--- src/rtl/flappy_game_engine.sv ---
// Flappy game-state engine: FSM, plane physics, three scrolling tubes, collision and score.
// Optional macro GAME_AUTORESTART_EN: DEAD returns to IDLE by itself after 120 frame ticks.
module flappy_game_engine #(
    parameter int         PLANE_X      = 180,
    parameter int         PLANE_HALF   = 15,
    parameter int         TUBE_HALF_W  = 30,
    parameter int         GAP_HALF     = 35,
    parameter int         SCREEN_H     = 480,
    parameter int         GRAVITY      = 1,
    parameter int         FLAP_VEL     = 8,
    parameter int         MAX_FALL     = 10,
    parameter int         SCROLL       = 2,
    parameter int         TUBE_SPACING = 220,
    parameter int         GAP_MIN      = 100,
    parameter logic [7:0] GAP_MASK     = 8'hFF,
    parameter logic [7:0] LFSR_SEED    = 8'hA5
) (
    input  logic       clk,
    input  logic       rst,
    input  logic       frame_tick,
    input  logic       flap,
    input  logic       start,
    output logic [9:0] plane_y_pos,
    output logic [9:0] tube1_x_pos,
    output logic [9:0] tube2_x_pos,
    output logic [9:0] tube3_x_pos,
    output logic [9:0] tube1_y_pos,
    output logic [9:0] tube2_y_pos,
    output logic [9:0] tube3_y_pos,
    output logic       game_end,
    output logic [7:0] score
);
    typedef enum logic [1:0] {S_IDLE, S_PLAY, S_DEAD} state_t;

    localparam logic signed [11:0] PX   = 12'(PLANE_X);
    localparam logic signed [11:0] PH   = 12'(PLANE_HALF);
    localparam logic signed [11:0] THW  = 12'(TUBE_HALF_W);
    localparam logic signed [11:0] GH   = 12'(GAP_HALF);
    localparam logic signed [11:0] SH1  = 12'(SCREEN_H - 1);
    localparam logic signed [11:0] SCR  = 12'(SCROLL);
    localparam logic signed [11:0] WRAP = 12'(3 * TUBE_SPACING);
    localparam logic signed [7:0]  GRAV  = 8'(GRAVITY);
    localparam logic signed [7:0]  FLAPV = 8'(FLAP_VEL);
    localparam logic signed [7:0]  MAXF  = 8'(MAX_FALL);
    localparam logic [9:0] GAP_RST = 10'(GAP_MIN) + {2'b00, LFSR_SEED & GAP_MASK};

    state_t           state_q, state_d;
    logic [5:0]       btn_q, btn_d;
    logic [7:0]       lfsr_q, lfsr_d;
    logic [9:0]       y_q, y_d;
    logic [5:0]       vel_q, vel_d;
    logic [2:0][9:0]  tube_x_q, tube_x_d;
    logic [2:0][9:0]  tube_y_q, tube_y_d;
    logic [7:0]       score_q, score_d;
    logic             game_end_q, game_end_d;
    logic             pend_q, pend_d;

    logic             flap_edge, start_edge, go_idle, hit;
    logic [9:0]       gap_new;
    logic signed [7:0]  vs, vg, v;
    logic signed [11:0] ny, xs, nx, dx, adx, gs;
    logic [1:0]       crossings;
    logic [8:0]       score_sum;

`ifdef GAME_AUTORESTART_EN
    logic [6:0] dead_cnt_q, dead_cnt_d;
`endif

    // btn = {start prev, start sync, start meta, flap prev, flap sync, flap meta}
    assign flap_edge  = btn_q[1] & ~btn_q[2];
    assign start_edge = btn_q[4] & ~btn_q[5];
    assign gap_new    = 10'(GAP_MIN) + {2'b00, lfsr_q & GAP_MASK};

    always_comb begin
        btn_d      = {btn_q[4:3], start, btn_q[1:0], flap};
        lfsr_d     = {lfsr_q[6:0], lfsr_q[7] ^ lfsr_q[5] ^ lfsr_q[4] ^ lfsr_q[3]};
        state_d    = state_q;
        y_d        = y_q;
        vel_d      = vel_q;
        tube_x_d   = tube_x_q;
        tube_y_d   = tube_y_q;
        score_d    = score_q;
        pend_d     = pend_q;
        go_idle    = 1'b0;
        hit        = 1'b0;
        crossings  = 2'd0;
        vs         = {{2{vel_q[5]}}, vel_q};
        vg         = vs + GRAV;
        v          = 8'sd0;
        ny         = 12'sd0;
        xs         = 12'sd0;
        nx         = 12'sd0;
        dx         = 12'sd0;
        adx        = 12'sd0;
        gs         = 12'sd0;
        score_sum  = 9'd0;
`ifdef GAME_AUTORESTART_EN
        dead_cnt_d = dead_cnt_q;
`endif
        case (state_q)
            S_IDLE: if (start_edge) state_d = S_PLAY;
            S_PLAY: begin
                if (flap_edge) pend_d = 1'b1;
                if (frame_tick) begin
                    // An edge arriving with the tick is kept for the following tick.
                    pend_d = flap_edge;
                    v  = pend_q ? -FLAPV : ((vg > MAXF) ? MAXF : vg);
                    ny = $signed({2'b00, y_q}) + {{4{v[7]}}, v};
                    if (ny < PH) begin
                        ny = PH;
                        v  = 8'sd0;
                    end
                    hit = (ny + PH >= SH1);
                    for (int i = 0; i < 3; i++) begin
                        xs = $signed({2'b00, tube_x_q[i]});
                        nx = xs - SCR;
                        if (xs < SCR) begin
                            nx          = nx + WRAP;
                            tube_y_d[i] = gap_new;
                        end
                        if (xs >= PX && nx < PX) crossings = crossings + 2'd1;
                        gs  = $signed({2'b00, tube_y_d[i]});
                        dx  = PX - nx;
                        adx = dx[11] ? -dx : dx;
                        if (adx <= PH + THW && (ny - PH <= gs - GH || ny + PH >= gs + GH))
                            hit = 1'b1;
                        tube_x_d[i] = nx[9:0];
                    end
                    score_sum = {1'b0, score_q} + {7'd0, crossings};
                    score_d   = score_sum[8] ? 8'hFF : score_sum[7:0];
                    y_d       = ny[9:0];
                    vel_d     = v[5:0];
                    if (hit) state_d = S_DEAD;
                end
            end
            S_DEAD: begin
                go_idle = start_edge;
`ifdef GAME_AUTORESTART_EN
                if (frame_tick) begin
                    if (dead_cnt_q == 7'd119) go_idle = 1'b1;
                    else dead_cnt_d = dead_cnt_q + 7'd1;
                end
`endif
            end
            default: state_d = S_IDLE;
        endcase
`ifdef GAME_AUTORESTART_EN
        if (state_q != S_DEAD) dead_cnt_d = 7'd0;
`endif
        if (go_idle) begin
            state_d  = S_IDLE;
            y_d      = 10'd240;
            vel_d    = 6'd0;
            score_d  = 8'd0;
            pend_d   = 1'b0;
            tube_x_d = {10'd940, 10'd720, 10'd500};
            tube_y_d = {gap_new, gap_new, gap_new};
        end
        game_end_d = (state_d == S_DEAD);
    end

    always_ff @(posedge clk or posedge rst) begin
        if (rst) begin
            state_q    <= S_IDLE;
            btn_q      <= 6'd0;
            lfsr_q     <= LFSR_SEED;
            y_q        <= 10'd240;
            vel_q      <= 6'd0;
            tube_x_q   <= {10'd940, 10'd720, 10'd500};
            tube_y_q   <= {GAP_RST, GAP_RST, GAP_RST};
            score_q    <= 8'd0;
            game_end_q <= 1'b0;
            pend_q     <= 1'b0;
        end else begin
            state_q    <= state_d;
            btn_q      <= btn_d;
            lfsr_q     <= lfsr_d;
            y_q        <= y_d;
            vel_q      <= vel_d;
            tube_x_q   <= tube_x_d;
            tube_y_q   <= tube_y_d;
            score_q    <= score_d;
            game_end_q <= game_end_d;
            pend_q     <= pend_d;
        end
    end

`ifdef GAME_AUTORESTART_EN
    always_ff @(posedge clk or posedge rst) begin
        if (rst) dead_cnt_q <= 7'd0;
        else     dead_cnt_q <= dead_cnt_d;
    end
`endif

    assign plane_y_pos = y_q;
    assign tube1_x_pos = tube_x_q[0];
    assign tube2_x_pos = tube_x_q[1];
    assign tube3_x_pos = tube_x_q[2];
    assign tube1_y_pos = tube_y_q[0];
    assign tube2_y_pos = tube_y_q[1];
    assign tube3_y_pos = tube_y_q[2];
    assign game_end    = game_end_q;
    assign score       = score_q;
endmodule
--- config.mk ---
export PLATFORM = sky130hd
export DESIGN_NAME = flappy_game_engine
export DESIGN_NICKNAME = d
export VERILOG_FILES = /design/src/rtl/flappy_game_engine.sv
export SDC_FILE = /design/constraint.sdc
export NUM_CORES = 1
export LEC_CHECK = 0
export ABC_AREA = 1
export BUFFER_PORTS_ARGS = -buffer_cell sky130_fd_sc_hd__buf_2
export CORE_MARGIN = 3
export CORE_UTILIZATION = 50
export DETAILED_ROUTE_END_ITERATION = 8
export HOLD_SLACK_MARGIN = 0.05
export PLACE_DENSITY = 0.75
export SLEW_MARGIN = 20
export SYNTH_ARGS = -nofsm -noshare
export SYNTH_HDL_FRONTEND = slang
export SYNTH_SLANG_ARGS = --single-unit
--- constraint.sdc ---
create_clock -name clk -period 14.3 [get_ports clk]
set_input_delay 1.43 -clock clk [delete_from_list [all_inputs] [get_ports clk]]
set_output_delay 1.43 -clock clk [all_outputs]
set_load 0.03 [all_outputs]
==> metrics <==
Die H 152 microns; Synth Register Bits 99; Post-Route WL 28.8 mm; share of cells above drive strength 1 0.139; Slew Viols, Final 0; Mapped Avg Cell Area 6.89 sq um; Hold Crit Depth 0; DRT Pass-1 Iters 5; vias in the first global route 9569; first-pass GRT wire length 47.6 mm; Routed wire per std cell 15.1 microns; critical path's slowest cell dfrtp_1; Final GP Congestion 0.908; # diodes 0; Via density 5.40; Starting Density 0.518; clk buf depth 2; gate count of the mapped netlist 1551; largest net degree at the start of global routing 77; Final Util 0.565; critical-path maximum fanout 13; Post-CTS Hold Buffers 0; Max Clock Freq 147 MHz; DPL Wire Length 23.0 mm; CP endpoint kind register; Fin Setup TNS 0 ps; Layout Skew 14.6 ps; Crit Path Class register to register; Die ar. 23200 sq um; most used cell, CP nand2_1; Sink Count 99; Synth top area share 0.155; synth top area cells dfrtp_1, nand2_1, ha_1; predominant post-synthesis flop cell dfrtp_1; clock latency at the later pin of the worst-skew pair 360 ps; Post-CTS Setup Repair Bufs 0; post-cts sizing count 0; Syn-to-layout area delta 9.15%; Core ar. 20600 sq um; # H-tree levels 3; post-synthesis sequential area ratio 0.236; Final Setup Violations 0; io pins 84; die width 152 microns; nets 1733; HP Class register to register; Residual DRC 0; final hold vios 0; YS warnings 0; Post-synth ARST share 1.00; Hold Slack 361 ps; initial antenna violation count 0; Starting DRT DRC Count 625; Vias 10300; Yosys cell types 63; cell taking the most area after synthesis dfrtp_1; clk slew on worst S/H paths 80 ps; crit path launch type register; total grt overflow 0; CP required 14480 ps; Critical Path AT 6970 ps; min cycle time layout 6790 ps; critical path's largest stage delay 400 ps; Total GRT Usage 0.246; Max transition margin 0.251; Placed Cells 1885; Reg2Reg Depth 47; period utilization 0.475; I/O Buffers 80; EDFF count, synth 0; CTS tree built; CTS root buf clkbuf_16; status finished clean; RSZ-0062 raised after global routing false; row cnt 52; Inserted Clock Buffers 9; max cap viols 0; synthesized cell area 10700 sq um; final non-filler cell total 1901; Post-DRT Antenna Nets 0; actual slew at the worst max-slew pin 1120 ps
-- synth_stat cells, types with 17 or more instances --
library cell and number:
a21oi_1 64, nand2_1 351, dfstp_2 33, xor2_1 87
o21ai_0 66, o221ai_1 17, nand4_1 31, nand3_1 85
inv_2 18, nor2_1 133, ha_1 100, dfrtp_1 66
xnor2_1 25, inv_1 243
-- cells in the final DEF (no fill, tap or decap), types with 15 or more instances in the layout --
cell type	count
dfrtp_1	66
o221ai_1	17
inv_1	241
xor2_1	87
buf_2	80
nand3_1	85
nand4_1	31
ha_1	100
dfstp_2	33
a21oi_1	64
nand2_1	351
o21ai_0	66
nor3_1	15
xnor2_1	25
nor2_1	131
nor2_2	18
inv_2	19
-- layer usage --
metal	vias up	share of wire	routed length, microns	global-route usage
li1	5200	-	-	-
met1	4778	0.46	13300	0.332
met2	250	0.47	13600	0.414
met3	40	0.045	1300	0.0375
met4	0	0.019	535	0.0664
met5	-	0	0	0
-- layout make-up --
| class | count | area [sq um] |
|---|---|---|
| clock buffers | 13 | 270 |
| clock inverters | 3 | 46.3 |
| fillers | 1981 | 8960 |
| inverters | 263 | 992 |
| multi-input cells | 1167 | 7050 |
| flip-flops and latches | 99 | 2520 |
| well taps | 270 | 338 |
| repair buffers | 86 | 445 |
-- per-stage QoR --
stage	cell area [sq um]	setup slack, ps
floorplan	10700	8540
global placement	11300	7820
detailed placement	11300	7630
CTS	11700	7550
global route	11700	6690
finish	11700	7510
-- worst paths after layout --
check / from / to / slack [ps]
setup / recovery: vel_q[0]$_DFFE_PP0P_ / game_end$_DFF_PP0_ / 7510
hold / removal: btn_q[0]$_DFF_PP0_ / btn_q[1]$_DFF_PP0_ / 360
setup reg to reg: vel_q[0]$_DFFE_PP0P_ / game_end$_DFF_PP0_ / 7510
hold reg to reg: btn_q[0]$_DFF_PP0_ / btn_q[1]$_DFF_PP0_ / 360
max in group asynchronous: rst / tube3_y_pos[4]$_DFFE_PP0P_ / 11990
min in group asynchronous: rst / score[2]$_DFFE_PP0P_ / 1030
-- sequential cells by signal (all words and copies together) (netlist names), 8 cells and up --
| register | flops |
|---|---|
| tube3_y_pos | 10 |
| tube1_y_pos | 10 |
| score | 8 |
| tube2_y_pos | 10 |
| plane_y_pos | 10 |
| tube1_x_pos | 9 |
| tube3_x_pos | 9 |
| lfsr_q | 8 |
| tube2_x_pos | 9 |
-- logic make-up after synthesis --
logic type	count (synthesis)	synth area share
flops	99	0.236
compound gates	264	0.158
xor+xnor	113	0.0944
mux	1	0.00105
buf+inv	290	0.107
fa+ha+maj	102	0.121
simple gates	681	0.283
other cells	1	0.000351
-- worst max-delay path, delay by kind of cell (launching register included) --
kind / cells / cell delay (ps)
flops: 1 / 400
fa+ha+maj: 4 / 1300
simple gates: 23 / 2610
compound gates: 10 / 1400
xor+xnor: 1 / 180
buf+inv: 9 / 730
Power is not shown: default switching activity piles up to over one toggle a cycle in this logic, so the estimate is an artifact.
